File: src/rtl/cpu_ctrl_pkg.sv
// -----------------------------------------------------------------------------
// cpu_ctrl_pkg
// Shared definitions for the pipeline control blocks:
//   - stall_state_t : stall controller FSM encoding
//   - stall_level_t : resolved hazard priority level (highest first)
//   - pipe_ctrl_t   : bundle of pipeline-register enable/bubble/flush controls
//   - resolve_level : picks the winning hazard level from the raw conditions
//   - ctrl_for_level: maps a hazard level onto the pipeline control bundle
// -----------------------------------------------------------------------------
package cpu_ctrl_pkg;

    typedef enum logic [1:0] {
        RUN           = 2'd0,
        MC_WAIT       = 2'd1,
        REDIRECT_WAIT = 2'd2
    } stall_state_t;

    // Ordered by priority. LVL_REDIRECT is the refetch after a redirect whose
    // wrong-path fetch has just returned; it ranks between the multi-cycle
    // stall and a fresh branch.
    typedef enum logic [2:0] {
        LVL_NONE      = 3'd0,
        LVL_DMEM      = 3'd1,
        LVL_MC        = 3'd2,
        LVL_REDIRECT  = 3'd3,
        LVL_BRANCH    = 3'd4,
        LVL_LOAD_USE  = 3'd5,
        LVL_IMEM      = 3'd6
    } stall_level_t;

    typedef struct packed {
        logic pc_en;
        logic if_id_en;
        logic if_id_flush;
        logic id_ex_en;
        logic id_ex_bubble;
        logic ex_mem_en;
        logic ex_mem_bubble;
        logic mem_wb_en;
    } pipe_ctrl_t;

    function automatic stall_level_t resolve_level(
        input logic dmem_busy,
        input logic mc_busy,
        input logic redirect_done,
        input logic branch_taken,
        input logic load_use,
        input logic imem_busy
    );
        if (dmem_busy)          return LVL_DMEM;
        else if (mc_busy)       return LVL_MC;
        else if (redirect_done) return LVL_REDIRECT;
        else if (branch_taken)  return LVL_BRANCH;
        else if (load_use)      return LVL_LOAD_USE;
        else if (imem_busy)     return LVL_IMEM;
        else                    return LVL_NONE;
    endfunction

    function automatic pipe_ctrl_t ctrl_for_level(input stall_level_t lvl);
        pipe_ctrl_t c;
        // Free-running pipeline unless a level overrides individual fields
        c.pc_en         = 1'b1;
        c.if_id_en      = 1'b1;
        c.if_id_flush   = 1'b0;
        c.id_ex_en      = 1'b1;
        c.id_ex_bubble  = 1'b0;
        c.ex_mem_en     = 1'b1;
        c.ex_mem_bubble = 1'b0;
        c.mem_wb_en     = 1'b1;
        case (lvl)
            LVL_DMEM: begin
                c = '0;
            end
            LVL_MC: begin
                // Front end holds; the MC op stays in ID/EX while bubbles
                // drain into EX/MEM so older instructions can retire.
                c.pc_en         = 1'b0;
                c.if_id_en      = 1'b0;
                c.id_ex_en      = 1'b0;
                c.ex_mem_bubble = 1'b1;
            end
            LVL_REDIRECT: begin
                // Drop the returned wrong-path word and refetch the target
                c.pc_en       = 1'b0;
                c.if_id_flush = 1'b1;
            end
            LVL_BRANCH: begin
                c.if_id_flush  = 1'b1;
                c.id_ex_bubble = 1'b1;
            end
            LVL_LOAD_USE: begin
                c.pc_en        = 1'b0;
                c.if_id_en     = 1'b0;
                c.id_ex_bubble = 1'b1;
            end
            LVL_IMEM: begin
                c.pc_en       = 1'b0;
                c.if_id_flush = 1'b1;
            end
            default: begin
            end
        endcase
        return c;
    endfunction

endpackage

File: src/rtl/sat_counter.sv
// -----------------------------------------------------------------------------
// sat_counter
// Saturating up-counter used for pipeline performance statistics.
// Ports:
//   clk   - clock, rising edge
//   rst   - asynchronous active-high reset (count -> 0)
//   inc   - increment by one this cycle (ignored once at all-ones)
//   clr   - synchronous clear, wins over inc
//   count - current count value
// -----------------------------------------------------------------------------
module sat_counter #(
    parameter int W = 32
) (
    input  logic         clk,
    input  logic         rst,
    input  logic         inc,
    input  logic         clr,
    output logic [W-1:0] count
);

    // Stick at all-ones rather than wrapping so overflowed stats stay obvious
    always_ff @(posedge clk or posedge rst) begin
        if (rst) begin
            count <= '0;
        end else if (clr) begin
            count <= '0;
        end else if (inc && (count != '1)) begin
            count <= count + W'(1);
        end
    end

endmodule

File: src/rtl/pipeline_stall_controller.sv
// -----------------------------------------------------------------------------
// pipeline_stall_controller
// Central stall/flush decision point for the 5-stage pipeline. Combines the
// load-use hazard, branch redirect, memory busy handshakes and multi-cycle EX
// busy into every pipeline-register enable and bubble/flush control. Also
// keeps saturating performance counters and a multi-cycle watchdog.
// Ports:
//   CLK, RESET            - clock; asynchronous active-high reset
//   LU_HAZ_SIG            - load-use hazard from hazard detection
//   EX_BRANCH_TAKEN       - branch/jump in EX redirects the PC
//   IMEM_BUSY, DMEM_BUSY  - instruction / data memory not yet complete
//   EX_MC_BUSY            - multi-cycle op occupying EX
//   CNT_CLEAR             - synchronous clear of counters and watchdog error
//   PC_EN .. MEM_WB_EN    - pipeline register enables, bubbles and flush
//   REDIRECT_PENDING      - a redirect is waiting on a wrong-path fetch
//   MC_TIMEOUT_ERR        - sticky multi-cycle watchdog error
//   STALL_CYCLES, BUBBLE_COUNT, FLUSH_COUNT - saturating statistics
// -----------------------------------------------------------------------------
module pipeline_stall_controller
    import cpu_ctrl_pkg::*;
#(
    parameter int CNT_W      = 32,
    parameter int MC_TIMEOUT = 64
) (
    input  logic             CLK,
    input  logic             RESET,
    input  logic             LU_HAZ_SIG,
    input  logic             EX_BRANCH_TAKEN,
    input  logic             IMEM_BUSY,
    input  logic             DMEM_BUSY,
    input  logic             EX_MC_BUSY,
    input  logic             CNT_CLEAR,
    output logic             PC_EN,
    output logic             IF_ID_EN,
    output logic             IF_ID_FLUSH,
    output logic             ID_EX_EN,
    output logic             ID_EX_BUBBLE,
    output logic             EX_MEM_EN,
    output logic             EX_MEM_BUBBLE,
    output logic             MEM_WB_EN,
    output logic             REDIRECT_PENDING,
    output logic             MC_TIMEOUT_ERR,
    output logic [CNT_W-1:0] STALL_CYCLES,
    output logic [CNT_W-1:0] BUBBLE_COUNT,
    output logic [CNT_W-1:0] FLUSH_COUNT
);

    localparam int MC_W = $clog2(MC_TIMEOUT + 1);
    localparam logic [MC_W-1:0] MC_LIMIT = MC_W'(MC_TIMEOUT);
    localparam logic [MC_W-1:0] MC_LAST  = MC_W'(MC_TIMEOUT - 1);

    stall_state_t    state;
    stall_state_t    state_next;
    stall_level_t    level;
    pipe_ctrl_t      ctrl;
    logic            redirect_done;
    logic            branch_accept;
    logic [MC_W-1:0] mc_cnt;
    logic            mc_err;
    logic            mc_hit;

    // The wrong-path fetch has returned, so this is the cycle to refetch
    assign redirect_done = (state == REDIRECT_WAIT) && !IMEM_BUSY;

    assign level         = resolve_level(DMEM_BUSY, EX_MC_BUSY, redirect_done,
                                         EX_BRANCH_TAKEN, LU_HAZ_SIG, IMEM_BUSY);
    assign branch_accept = (level == LVL_BRANCH);

    // FSM state register
    always_ff @(posedge CLK or posedge RESET) begin
        if (RESET) begin
            state <= RUN;
        end else begin
            state <= state_next;
        end
    end

    // Next state and zero-latency control outputs. Reset forces a full
    // freeze so nothing is clocked into the pipeline while it is held.
    always_comb begin
        state_next = state;
        ctrl       = ctrl_for_level(level);
        if (RESET) begin
            ctrl = '0;
        end
        case (state)
            RUN: begin
                if (level == LVL_MC) begin
                    state_next = MC_WAIT;
                end else if (branch_accept && IMEM_BUSY) begin
                    state_next = REDIRECT_WAIT;
                end
            end
            MC_WAIT: begin
                // A branch accepted on the release cycle behaves as from RUN
                if (!EX_MC_BUSY) begin
                    state_next = (branch_accept && IMEM_BUSY) ? REDIRECT_WAIT : RUN;
                end
            end
            REDIRECT_WAIT: begin
                // A further branch here needs IMEM_BUSY, so it stays put
                if (level == LVL_REDIRECT) begin
                    state_next = RUN;
                end
            end
            default: begin
                state_next = RUN;
            end
        endcase
    end

    // Watchdog: counts consecutive multi-cycle busy cycles, frozen while the
    // data memory stalls everything. The error only flags; it never unstalls.
    assign mc_hit = EX_MC_BUSY && !DMEM_BUSY && (mc_cnt == MC_LAST);

    always_ff @(posedge CLK or posedge RESET) begin
        if (RESET) begin
            mc_cnt <= '0;
            mc_err <= 1'b0;
        end else begin
            if (!EX_MC_BUSY) begin
                mc_cnt <= '0;
            end else if (!DMEM_BUSY && (mc_cnt != MC_LIMIT)) begin
                mc_cnt <= mc_cnt + MC_W'(1);
            end
            if (CNT_CLEAR) begin
                mc_err <= 1'b0;
            end else if (mc_hit) begin
                mc_err <= 1'b1;
            end
        end
    end

    sat_counter #(.W(CNT_W)) u_stall_cnt (
        .clk   (CLK),
        .rst   (RESET),
        .inc   (!ctrl.pc_en),
        .clr   (CNT_CLEAR),
        .count (STALL_CYCLES)
    );

    sat_counter #(.W(CNT_W)) u_bubble_cnt (
        .clk   (CLK),
        .rst   (RESET),
        .inc   (ctrl.id_ex_bubble || ctrl.ex_mem_bubble),
        .clr   (CNT_CLEAR),
        .count (BUBBLE_COUNT)
    );

    sat_counter #(.W(CNT_W)) u_flush_cnt (
        .clk   (CLK),
        .rst   (RESET),
        .inc   (branch_accept),
        .clr   (CNT_CLEAR),
        .count (FLUSH_COUNT)
    );

    assign PC_EN            = ctrl.pc_en;
    assign IF_ID_EN         = ctrl.if_id_en;
    assign IF_ID_FLUSH      = ctrl.if_id_flush;
    assign ID_EX_EN         = ctrl.id_ex_en;
    assign ID_EX_BUBBLE     = ctrl.id_ex_bubble;
    assign EX_MEM_EN        = ctrl.ex_mem_en;
    assign EX_MEM_BUBBLE    = ctrl.ex_mem_bubble;
    assign MEM_WB_EN        = ctrl.mem_wb_en;
    assign REDIRECT_PENDING = (state == REDIRECT_WAIT);
    assign MC_TIMEOUT_ERR   = mc_err;

endmodule
File: config.mk
export PLATFORM = sky130hd
export DESIGN_NAME = pipeline_stall_controller
export DESIGN_NICKNAME = d
export VERILOG_FILES = /design/src/rtl/cpu_ctrl_pkg.sv /design/src/rtl/sat_counter.sv /design/src/rtl/pipeline_stall_controller.sv
export SDC_FILE = /design/constraint.sdc
export NUM_CORES = 1
export LEC_CHECK = 0
export ABC_CLOCK_PERIOD_IN_PS = 2800
export CAP_MARGIN = 20
export CELL_PAD_IN_SITES_DETAIL_PLACEMENT = 1
export CELL_PAD_IN_SITES_GLOBAL_PLACEMENT = 2
export CORE_MARGIN = 10
export CORE_UTILIZATION = 29
export DETAILED_ROUTE_END_ITERATION = 8
export PLACE_DENSITY_LB_ADDON = 0.1
export SLEW_MARGIN = 10
export SYNTH_ARGS = -nofsm -noshare
export SYNTH_HDL_FRONTEND = slang
export SYNTH_HIERARCHICAL = 1
export SYNTH_SLANG_ARGS = --single-unit
export TNS_END_PERCENT = 100
File: constraint.sdc
create_clock -name CLK -period 2.8 [get_ports CLK]
set_input_delay 0.56 -clock CLK [delete_from_list [all_inputs] [get_ports CLK]]
set_output_delay 0.56 -clock CLK [all_outputs]
set_load 0.01 [all_outputs]
Yosys cells after proc, flatten, opt, wreduce, memory -nomap -nowiden
Cells that the tools add are included.
{ "totals": {"register_bits": 106, "out_inout_bits": 106} }
{ "classes": {"add_sub_neg": 4, "eq_ne": 17, "n_mux": 30, "n_reduce_logical": 23} }
{ "ops": {"columns": ["op", "count"], "rows": [
  ["two-way mux 32 bit", 6],
  ["adder 32 x 1 -> 32 bit, second input constant", 3],
  ["inequality test 32 bit, second input constant", 3],
  ["two-way mux 3 bit", 6],
  ["two-way mux 7 bit", 2],
  ["two-way mux 2 bit", 5],
  ["== test 3 bit, second input constant", 3],
  ["two-way mux 1 bit", 9],
  ["logical AND 1 bit", 8],
  ["two-way mux 8 bit", 1],
  ["nonzero test 2 bit", 4],
  ["adder 7 x 1 -> 7 bit, second input constant", 1],
  ["== test 7 x 6 -> 1 bit, second input constant", 1],
  ["inequality test 7 bit, second input constant", 1],
  ["== test 3 x 2 -> 1 bit, second input constant", 2],
  ["one-hot mux 2 bit (3 select lines)", 1],
  ["OR reduction 3 bit", 2],
  ["OR reduction 5 bit", 1],
  ["inequality test 2 x 1 -> 1 bit, second input constant", 2],
  ["OR reduction 2 bit", 2],
  ["== test 3 x 1 -> 1 bit, second input constant", 1],
  ["zero test 1 bit", 3],
  ["inequality test 3 bit, second input constant", 1],
  ["AND reduction 3 bit", 1],
  ["other kinds (5)", 5]
]} }

Longest topological paths before layout
{ "depth": {"ltp_word": 14, "depth_mapped": 14, "depth_no_buf": 13} }

Modules after synthesis
Netlist, hierarchy kept.
{ "modules_own_cells": {"columns": ["module", "n_inst", "cells_each", "area_per_inst_um2", "seq_area_each_um2"], "rows": [
  ["sat_counter at u_flush_cnt ...", 2, 186, 1740.4, 800.8],
  ["sat_counter at u_bubble_cnt", 1, 195, 1826.8, 800.8],
  ["pipeline_stall_controller", 1, 94, 780.7, 250.2]
]} }

Worst setup path before layout
No wires, ideal clock.
{ "synth_timing": {"path_type": "register to register", "startpoint": "reg state[0]", "endpoint": "reg u_stall_cnt.count[19]", "setup_ns": 0.078, "t_arrival_ns": 2.860, "required_ns": 2.722, "setup_slack_ns": -0.138, "stages_incl_launch_ff": 14, "path_buffers": 1, "cell_sequence": "dfrtp_1 -> nor2b_4 -> nor2b_1 -> a211oi_1 -> or2_2 -> ha_1 -> nor2_1 -> nand2_1 -> nand4_1 -> nor3_1 -> o311ai_1 -> buf_2 -> or4_1 -> a21oi_1"} }
{ "synth_via": {"elab_chain_len": 12} }
{ "synth_lines": {"columns": ["item", "line_no", "rtl"], "rows": [
  ["start, declared", "pipeline_stall_controller.sv:52", "stall_state_t state;"],
  ["start signal, assigned", "pipeline_stall_controller.sv:74", "state <= state_next;"],
  ["== test 2 bit *", null, null],
  ["named net REDIRECT_PENDING", "pipeline_stall_controller.sv:41", "output logic REDIRECT_PENDING,"],
  ["logical AND 1 bit *", "pipeline_stall_controller.sv:63", "assign redirect_done = (state == REDIRECT_WAIT) && !IMEM_BUSY;"],
  ["two-way mux 3 bit *", "cpu_ctrl_pkg.sv:52", "else if (redirect_done) return LVL_REDIRECT;"],
  ["two-way mux 3 bit *", "cpu_ctrl_pkg.sv:51", "else if (mc_busy) return LVL_MC;"],
  ["two-way mux 3 bit *", "cpu_ctrl_pkg.sv:50", "if (dmem_busy) return LVL_DMEM;"],
  ["== test 3 x 2 -> 1 bit, or another cell as far along", "cpu_ctrl_pkg.sv:70", "case (lvl)"],
  ["OR reduction 5 bit (no line) *", null, null],
  ["two-way mux 1 bit *", "cpu_ctrl_pkg.sv:70", null],
  ["two-way mux 8 bit *", "pipeline_stall_controller.sv:83", "if (RESET) begin"],
  ["zero test 1 bit *", "pipeline_stall_controller.sv:137", ".inc (!ctrl.pc_en),"],
  ["logical AND 1 bit *", "sat_counter.sv:27", "end else if (inc && (count != '1)) begin"],
  ["nonzero test 2 bit (no line) *", null, null],
  ["end signal, assigned", "sat_counter.sv:28", "count <= count + W'(1);"],
  ["end, declared", "sat_counter.sv:18", "output logic [W-1:0] count"]
]} }
Mark *: on every way through the listed nets, which the timed path passes. The rest lies on a longest branch.
A chain may end at the register's enable or synchronous reset.

Final worst setup path
{ "layout_timing": {"startpoint": "reg state[0]", "endpoint": "reg u_bubble_cnt.count[19]"} }
{ "layout_via": {"elab_chain_len": 12} }
{ "layout_lines": {"columns": ["item", "line_no", "rtl"], "rows": [
  ["== test 2 bit *", "pipeline_stall_controller.sv:63", null],
  ["logical AND 1 bit *", "pipeline_stall_controller.sv:63", null],
  ["two-way mux 3 bit *", "cpu_ctrl_pkg.sv:52", null],
  ["two-way mux 3 bit *", "cpu_ctrl_pkg.sv:51", null],
  ["two-way mux 3 bit *", "cpu_ctrl_pkg.sv:50", null],
  ["== test 3 bit", "cpu_ctrl_pkg.sv:70", null],
  ["OR reduction 2 bit (no line)", null, null],
  ["two-way mux 1 bit", "cpu_ctrl_pkg.sv:70", null],
  ["two-way mux 8 bit *", "pipeline_stall_controller.sv:83", null],
  ["logical OR 1 bit *", "pipeline_stall_controller.sv:145", ".inc (ctrl.id_ex_bubble || ctrl.ex_mem_bubble),"],
  ["logical AND 1 bit *", "sat_counter.sv:27", null],
  ["nonzero test 2 bit (no line) *", null, null],
  ["end signal, assigned", "sat_counter.sv:28", null],
  ["end, declared", "sat_counter.sv:18", null]
]} }
Every way passes the cells marked *; elsewhere a longest branch is shown, timed or not.

==> impl_metrics.tcl <==
set metrics [dict create \
    status "finished, violations left" \
    violations "negative setup slack" \
    grt_max_degree 46 \
    rr_startpoint "state[0]" \
    ioPinCount 114 \
    drt-total-wl_mm 21.68 \
    crit_chain "nor2b_4, nor2b_4, a21oi_2, o21bai_2, buf_4, ha_4, nor2_4, or3_4, a21oi_4, inv_2, a41o_4, buf_12, buf_16, buf_4, o31ai_1, a21oi_1" \
    wl_per_cell_um 19.17 \
    synth_async_sr_flop_share_pct 100.0 \
    setup_viol 37 \
    syn_area_um2 6088 \
    design_area_um2 9106 \
    synth_top_area_share_pct 43.57 \
    arrival_ns 3.21 \
    crit_slowest_cell "dfrtp_1" \
    diodes 0 \
    slew_viol_final 0 \
    max_freq_mhz 335.7 \
    cts_made_buffers 9 \
    finalCriticalPeriod_ns 2.979 \
    drive_gt1_share_pct 27.87 \
    path_clk_slew_ns 0.07 \
    cts_max_level 3 \
    dieArea_um2 27190 \
    synth.avg_cell_area_um2 9.211 \
    clk_latency_ns 0.35 \
    critical_path.n_buffers_inverters 5 \
    ir_drop_mv 0.2444 \
    min_to "MC_TIMEOUT_ERR" \
    worst_setup_path_end_kind "flop" \
    die_h_um 164.9 \
    finalWeightedCongestion 0.7702 \
    first_pass_iters 4 \
    power_per_cell_area_nw_per_um2 345.1 \
    syn-num-nets 678 \
    portBuffers 113 \
    clockBufferDepth 2 \
    timing.final.crit_share_pct 106.4 \
    drtAntennaViolNets 0 \
    row_count 52 \
    grt_pass1_wl_mm 34.76 \
    fin_nets 874 \
    yosys.cell_count.top_type "dfrtp_1" \
    tightest_slew_ns 0.7786 \
    synth-main-ff-cell "dfrtp_1" \
    rsz0062_at_grt "yes" \
    hpwl_mm 14.98 \
    vias 6076 \
    remaining_drc_errors 0 \
    required_ns 3.03 \
    ys_seq_area_share_pct 43.57 \
    slowest_delay_ns 0.41 \
    initialDrtViolationCount 203 \
    die_w_um 164.9 \
    hold_path_depth 2 \
    grt_pass1_vias 6514 \
    clock-skew-final_ns 0.007445 \
    crit_fanout 8 \
    min-delay-path-class "reg2reg" \
    synth_area_leaders "dfrtp_1, a21oi_1, o31ai_1" \
    tritoncts "done" \
    place_area_um2 8009 \
    ff2ff_path_depth 16 \
    cap_viol_max_count 0 \
    yosysWarningCount 6 \
    viasPerCell 5.372 \
    cp_top_family "compound AO/OA/AOI/OAI gates" \
    antenna_found_initial 0 \
    synth_top_cell_by_area "dfrtp_1" \
    synth_edf_count 0 \
    fillers 2321 \
    hold_buffers 0 \
    leakage_nw 3.413 \
    grt_overflow 0 \
    areaGrowthSynthToFinish_pct 49.57 \
    finalPower_mw 3.142 \
    clkSinkCount 106 \
    relSlewSlack_pct 47.53 \
    reg2reg_slack_ns -0.18 \
    synthesis.instances 661 \
    synthTopCellsByCount "dfrtp_1, a21oi_1, nor2_1, o31ai_1, nand2_1" \
    setup_ws_ns -0.1786 \
    worstSetupPathType "reg2reg" \
    reg2reg_to "u_bubble_cnt/count[19]" \
    worstSetupStartpointType "flop" \
    core_area_um2 20430 \
    start_util_pct 29.80 \
    worstHoldStart "MC_TIMEOUT_ERR" \
    root_buffer "clkbuf_16" \
    synth.ff_latch_count 106 \
    yosysUniqueCellTypes 59 \
    hold_viol 0 \
    grt_use_total_pct 15.63 \
]
==> state kept, by name, summed over array words and instances, names as in the netlist <==
register	flops
u_bubble_cnt/count	32
u_flush_cnt/count	32
state	2
MC_TIMEOUT_ERR	1
u_stall_cnt/count	32
mc_cnt	7
==> where the power goes <==
part / switching, mW / leakage (nW) / internal, mW
Sequential: 0.0158 / 1.48 / 1.54
Combinational: 0.196 / 1.80 / 0.157
Clock: 0.585 / 0.138 / 0.645
Total: 0.796 / 3.41 / 2.35
==> metrics by stage <==
| stage | hold WS (ns) | util, % | setup WS (ns) | setup TNS (ns) | std cells |
|---|---|---|---|---|---|
| 5_1_grt | 0.5728 | 44.57 | -0.2661 | -9.410 | 1131 |
| 4_1_cts | 0.5222 | 42.22 | -0.1913 | -4.168 | 1119 |
| 3_5_place_dp | 0.5056 | 39.20 | -0.8862 | -57.80 | 1090 |
| 3_3_place_gp | 0.5038 | 39.15 | -0.7602 | -49.15 | 1088 |
| 2_1_floorplan | 0.4499 | - | 0.002895 | 0 | 661 |
| 6_report | 0.5063 | 44.57 | -0.1786 | -2.603 | 1131 |
==> worst min-delay path, stage by stage (launching register included) <==
cell and delay [ns]:
dfrtp_1 0.36, a31oi_1 0.04, nor2_1 0.07
==> worst max path at each step <==
stage	endpoint	from	cells after the start	slack (ns)
final	u_bubble_cnt/count[19]	state[0]	16	-0.18
after global routing	u_bubble_cnt/count[19]	state[0]	14	-0.27
after CTS	u_bubble_cnt/count[21]	state[1]	13	-0.19
after detailed placement	u_bubble_cnt/count[23]	IMEM_BUSY	13	-0.89
after global placement	u_bubble_cnt/count[19]	IMEM_BUSY	13	-0.76
after floorplan	u_bubble_cnt/count[23]	DMEM_BUSY	11	0.003
==> what timing repair did <==
item,in CTS,in global routing
setup endpoints to repair,87,89
cloned,3,2
pin swaps,35,45
resized for setup,72,98
buffers inserted,12,14
==> layout by cell type (no fill, tap or decap), drive strengths merged, types with 5 or more instances in the layout <==
cell type / synthesis / layout
nor2: 48 / 48
xnor2: 12 / 12
nor4: 13 / 13
and3: 6 / 6
dfrtp: 106 / 106
and4: 9 / 9
buf: 13 / 102
clkbuf: 13 / 14
xor2: 11 / 11
o21ai: 38 / 38
nand2: 38 / 38
o311ai: 4 / 5
a21oi: 79 / 79
nand4: 25 / 25
nor3: 9 / 9
or4: 40 / 40
o31ai: 40 / 40
clkdlybuf4s50: 0 / 99
nand3: 32 / 32
ha: 9 / 9
or3: 38 / 40
inv: 30 / 30
and2: 6 / 6
==> final cells by class <==
cell class | count | area [um^2] | area share, %
Clock buffer | 12 | 256.5 | 2.817
Timing Repair Buffer | 208 | 1898 | 20.84
Inverter | 30 | 112.6 | 1.237
Multi-Input combinational cell | 502 | 3834 | 42.10
Sequential cell | 106 | 2653 | 29.13
Clock inverter | 3 | 15.01 | 0.1649
Tap cell | 270 | 337.8 | 3.710
==> cells by family after synthesis <==
logic type / synth area share [%]
simple gates: 27.31
compound gates: 18.97
flops: 43.57
buf+inv: 4.151
xor+xnor: 3.309
fa+ha+maj: 1.850
mux: 0.8426
==> per-layer routing <==
layer,GRT usage [%],part of all wire [%],up-vias
li1,-,-,2905
met5,0,0,-
met3,4.381,4.7,7
met4,2.576,0.59,0
met2,26.80,50,80
met1,19.41,45,3084
Note: power is estimated with default switching activity, not from simulation.
==> RTL change (same settings) <==
The parameter `MC_TIMEOUT` goes from 64 to 128.
--- a/src/rtl/pipeline_stall_controller.sv
+++ b/src/rtl/pipeline_stall_controller.sv
@@ -21,5 +21,5 @@
 #(
     parameter int CNT_W      = 32,
-    parameter int MC_TIMEOUT = 64
+    parameter int MC_TIMEOUT = 128
 ) (
     input  logic             CLK,
Formal check against the unedited RTL: no difference found for any inputs over 10 cycles, from zero or initial values and one cycle with RESET high; that may be too few to reach the edited logic, so the function may still have changed.
==> RTL change against the unedited design <==
- the run still ends with negative setup slack left
- setup slack improved by 40 ps
- largest cell class unchanged
- routed wire length increased by 4.5%
- largest power group unchanged
- maximum frequency increased by 1.4%
- highest routed layer unchanged
- power increased by 11%
- critical path type unchanged
- non-clock buffer count increased by 3
- synthesized area increased by 2.3%
- sequential cell count increased by 1
- cell area increased by 2.3%
==> RTL change: results (changes against the unedited design) <==
| Metric | Value |
|---|---|
| Status | `complete, but fails checks` |
| Failing checks | `negative setup slack` |
| Vias per inst | `5.471 (+1.8%)` |
| Worst slew margin | `44.81% (-2.7 points)` |
| Hold slack | `524.2 ps (+17.84 ps)` |
| Worst min-delay path class | `flip-flop to flip-flop` |
| Layout cells sized above 1 | `28.80% (+0.93 points)` |
| Distinct cells, synth | `69 (+17%)` |
| Net Count, Synth | `683 (+0.74%)` |
| Setup TNS Final | `-1346 ps (+1256 ps)` |
| Commonest cells post-synth | `dfrtp_1 (107), a21oi_1 (76), nor2_1 (44)` |
| CTS clk-pin slew, worst paths | `80 ps` |
| R2R depth | `13 (-3)` |
| GP Congestion | `0.8491 (+10%)` |
| Final Skew | `13.28 ps (+5.836 ps)` |
| Largest net degree at the start of global routing | `47 (+2.2%)` |
| Number of global-route vias before repair | `6,716 (+3.1%)` |
| Crit Path Max Fanout | `7 (-1)` |
| Worst VDD drop | `294.7 uV (+21%)` |
| WP data arrival | `3220 ps (about the same)` |
| Post-Synth XOR/XNOR Area | `2.954% (-0.35 points)` |
| Gr usage total | `15.13% (-0.51 points)` |
| Routed length on met3 | `932 um (-8.6%)` |
| # setup viols final | `24 (-35%)` |
| Synth area leaders | `dfrtp_1 (43%), a21oi_1 (6.1%), o31ai_1 (4.7%), or4_1 (4.5%), or3_1 (3.8%)` |
| Complex-gate fraction of the synthesized area | `19.73% (+0.77 points)` |
| Primary FF master, synth | `dfrtp_1` |
| First-pass GRT wire length | `35,470 um (+2.0%)` |
| Avg WL per Cell | `19.82 um (+3.4%)` |
| Largest delay share family, worst path | `simple AND/OR/NAND/NOR gates` |
| Layout Cells excl Fill | `1,143 (+1.1%)` |
| Avg Cell Area, Syn | `9.348 um2 (+1.5%)` |
| Reg2reg end | `u_stall_cnt/count[23]` |
| P_int | `2567 uW (+9.4%)` |
| Sequential element share of the synthesized area | `43.01% (-0.56 points)` |
| Setup WS post-layout | `-138.3 ps (+40.30 ps)` |
| Synth Area in Adders | `1.809% (-0.041 points)` |
| DP Area | `8099 um2 (+1.1%)` |
| WL met1 | `10,080 um (+3.2%)` |
| # fillers | `2,357 (+1.6%)` |
| Metal2 WL | `11,400 um (+5.9%)` |
| Mux share of post-synthesis cell area | `0.6632% (-0.18 points)` |
| Starting DRT DRC Count | `230 (+13%)` |
| Nets@finish | `880 (+0.69%)` |
| Slowest CP cell | `dfrtp_1` |
## RTL change: cell count changes after synthesis, moves of 3 or more
cell	delta
a21boi_1	+3
a21oi_1	-3
nor2_1	-4
or2_1	+3
## RTL change: stage by stage
stage	total power, uW	setup slack (ps)	utilization, %
after floorplan	1770	-6.745	-
after global placement	1919	-777.6	38.38
after detailed placement	1928	-917.7	38.41
after CTS	3476	-205.8	41.60
after global routing	3621	-260.7	44.16
final	3474	-138.3	44.16
## RTL change: cell type report
cell class                 count  area share, %
inverter                      29          1.196
clock inverter                 6          1.035
tap                          275          3.695
clock buffer                  10          2.566
timing repair buffer         211          20.46
sequential                   107          28.75
multi-input combinational    505          42.29
## RTL change: cell families after synthesis
| logic type | Yosys count |
|---|---|
| muxes | 4 |
| AOI/OAI and AO/OA | 190 |
| xor gates and xnor gates | 21 |
| buffers and inverters | 55 |
| and+or+nand+nor | 280 |
| DFF | 107 |
| adders and majority gates | 9 |
## RTL change: layer usage
| metal | track usage (%) | vias to the layer above |
|---|---|---|
| li1 | - | 2938 |
| met1 | 18.19 | 3220 |
| met2 | 26.48 | 78 |
| met3 | 3.271 | 17 |
| met4 | 4.276 | 0 |
| met5 | 0 | - |
## RTL change: how the worst max path moves through the flow
| stage | start | end | slack (ps) | cells past startpoint |
|---|---|---|---|---|
| 6_report | state[0] | u_stall_cnt/count[23] | -140 | 13 |
| 5_1_grt | state[0] | u_stall_cnt/count[23] | -260 | 13 |
| 4_1_cts | state[0] | u_stall_cnt/count[23] | -210 | 13 |
| 3_5_place_dp | IMEM_BUSY | u_stall_cnt/count[25] | -920 | 13 |
| 3_3_place_gp | IMEM_BUSY | ID_EX_EN | -780 | 9 |
| 2_1_floorplan | EX_BRANCH_TAKEN | u_stall_cnt/count[19] | -7 | 12 |
## RTL change: timing repair
item                       4_1_cts  5_1_grt
buffers inserted                16       14
gates cloned                     1        1
setup endpoints to repair       90       82
pin swaps                       46       58
resized for setup               90       95
## RTL change: power by group through the flow
stage | Combinational (uW) | Sequential, uW | Clock [uW]
floorplan | 158 | 1610 | 0
finish | 410 | 1580 | 1490
global placement | 312 | 1610 | 0
global route | 447 | 1580 | 1590
CTS | 361 | 1580 | 1540
detailed placement | 319 | 1610 | 0
## RTL change: tightest hold or removal path, delay by kind of cell, from the launching register on
family | cells | cell delay, ps
and+or+nand+nor | 2 | 140
DFF | 1 | 350
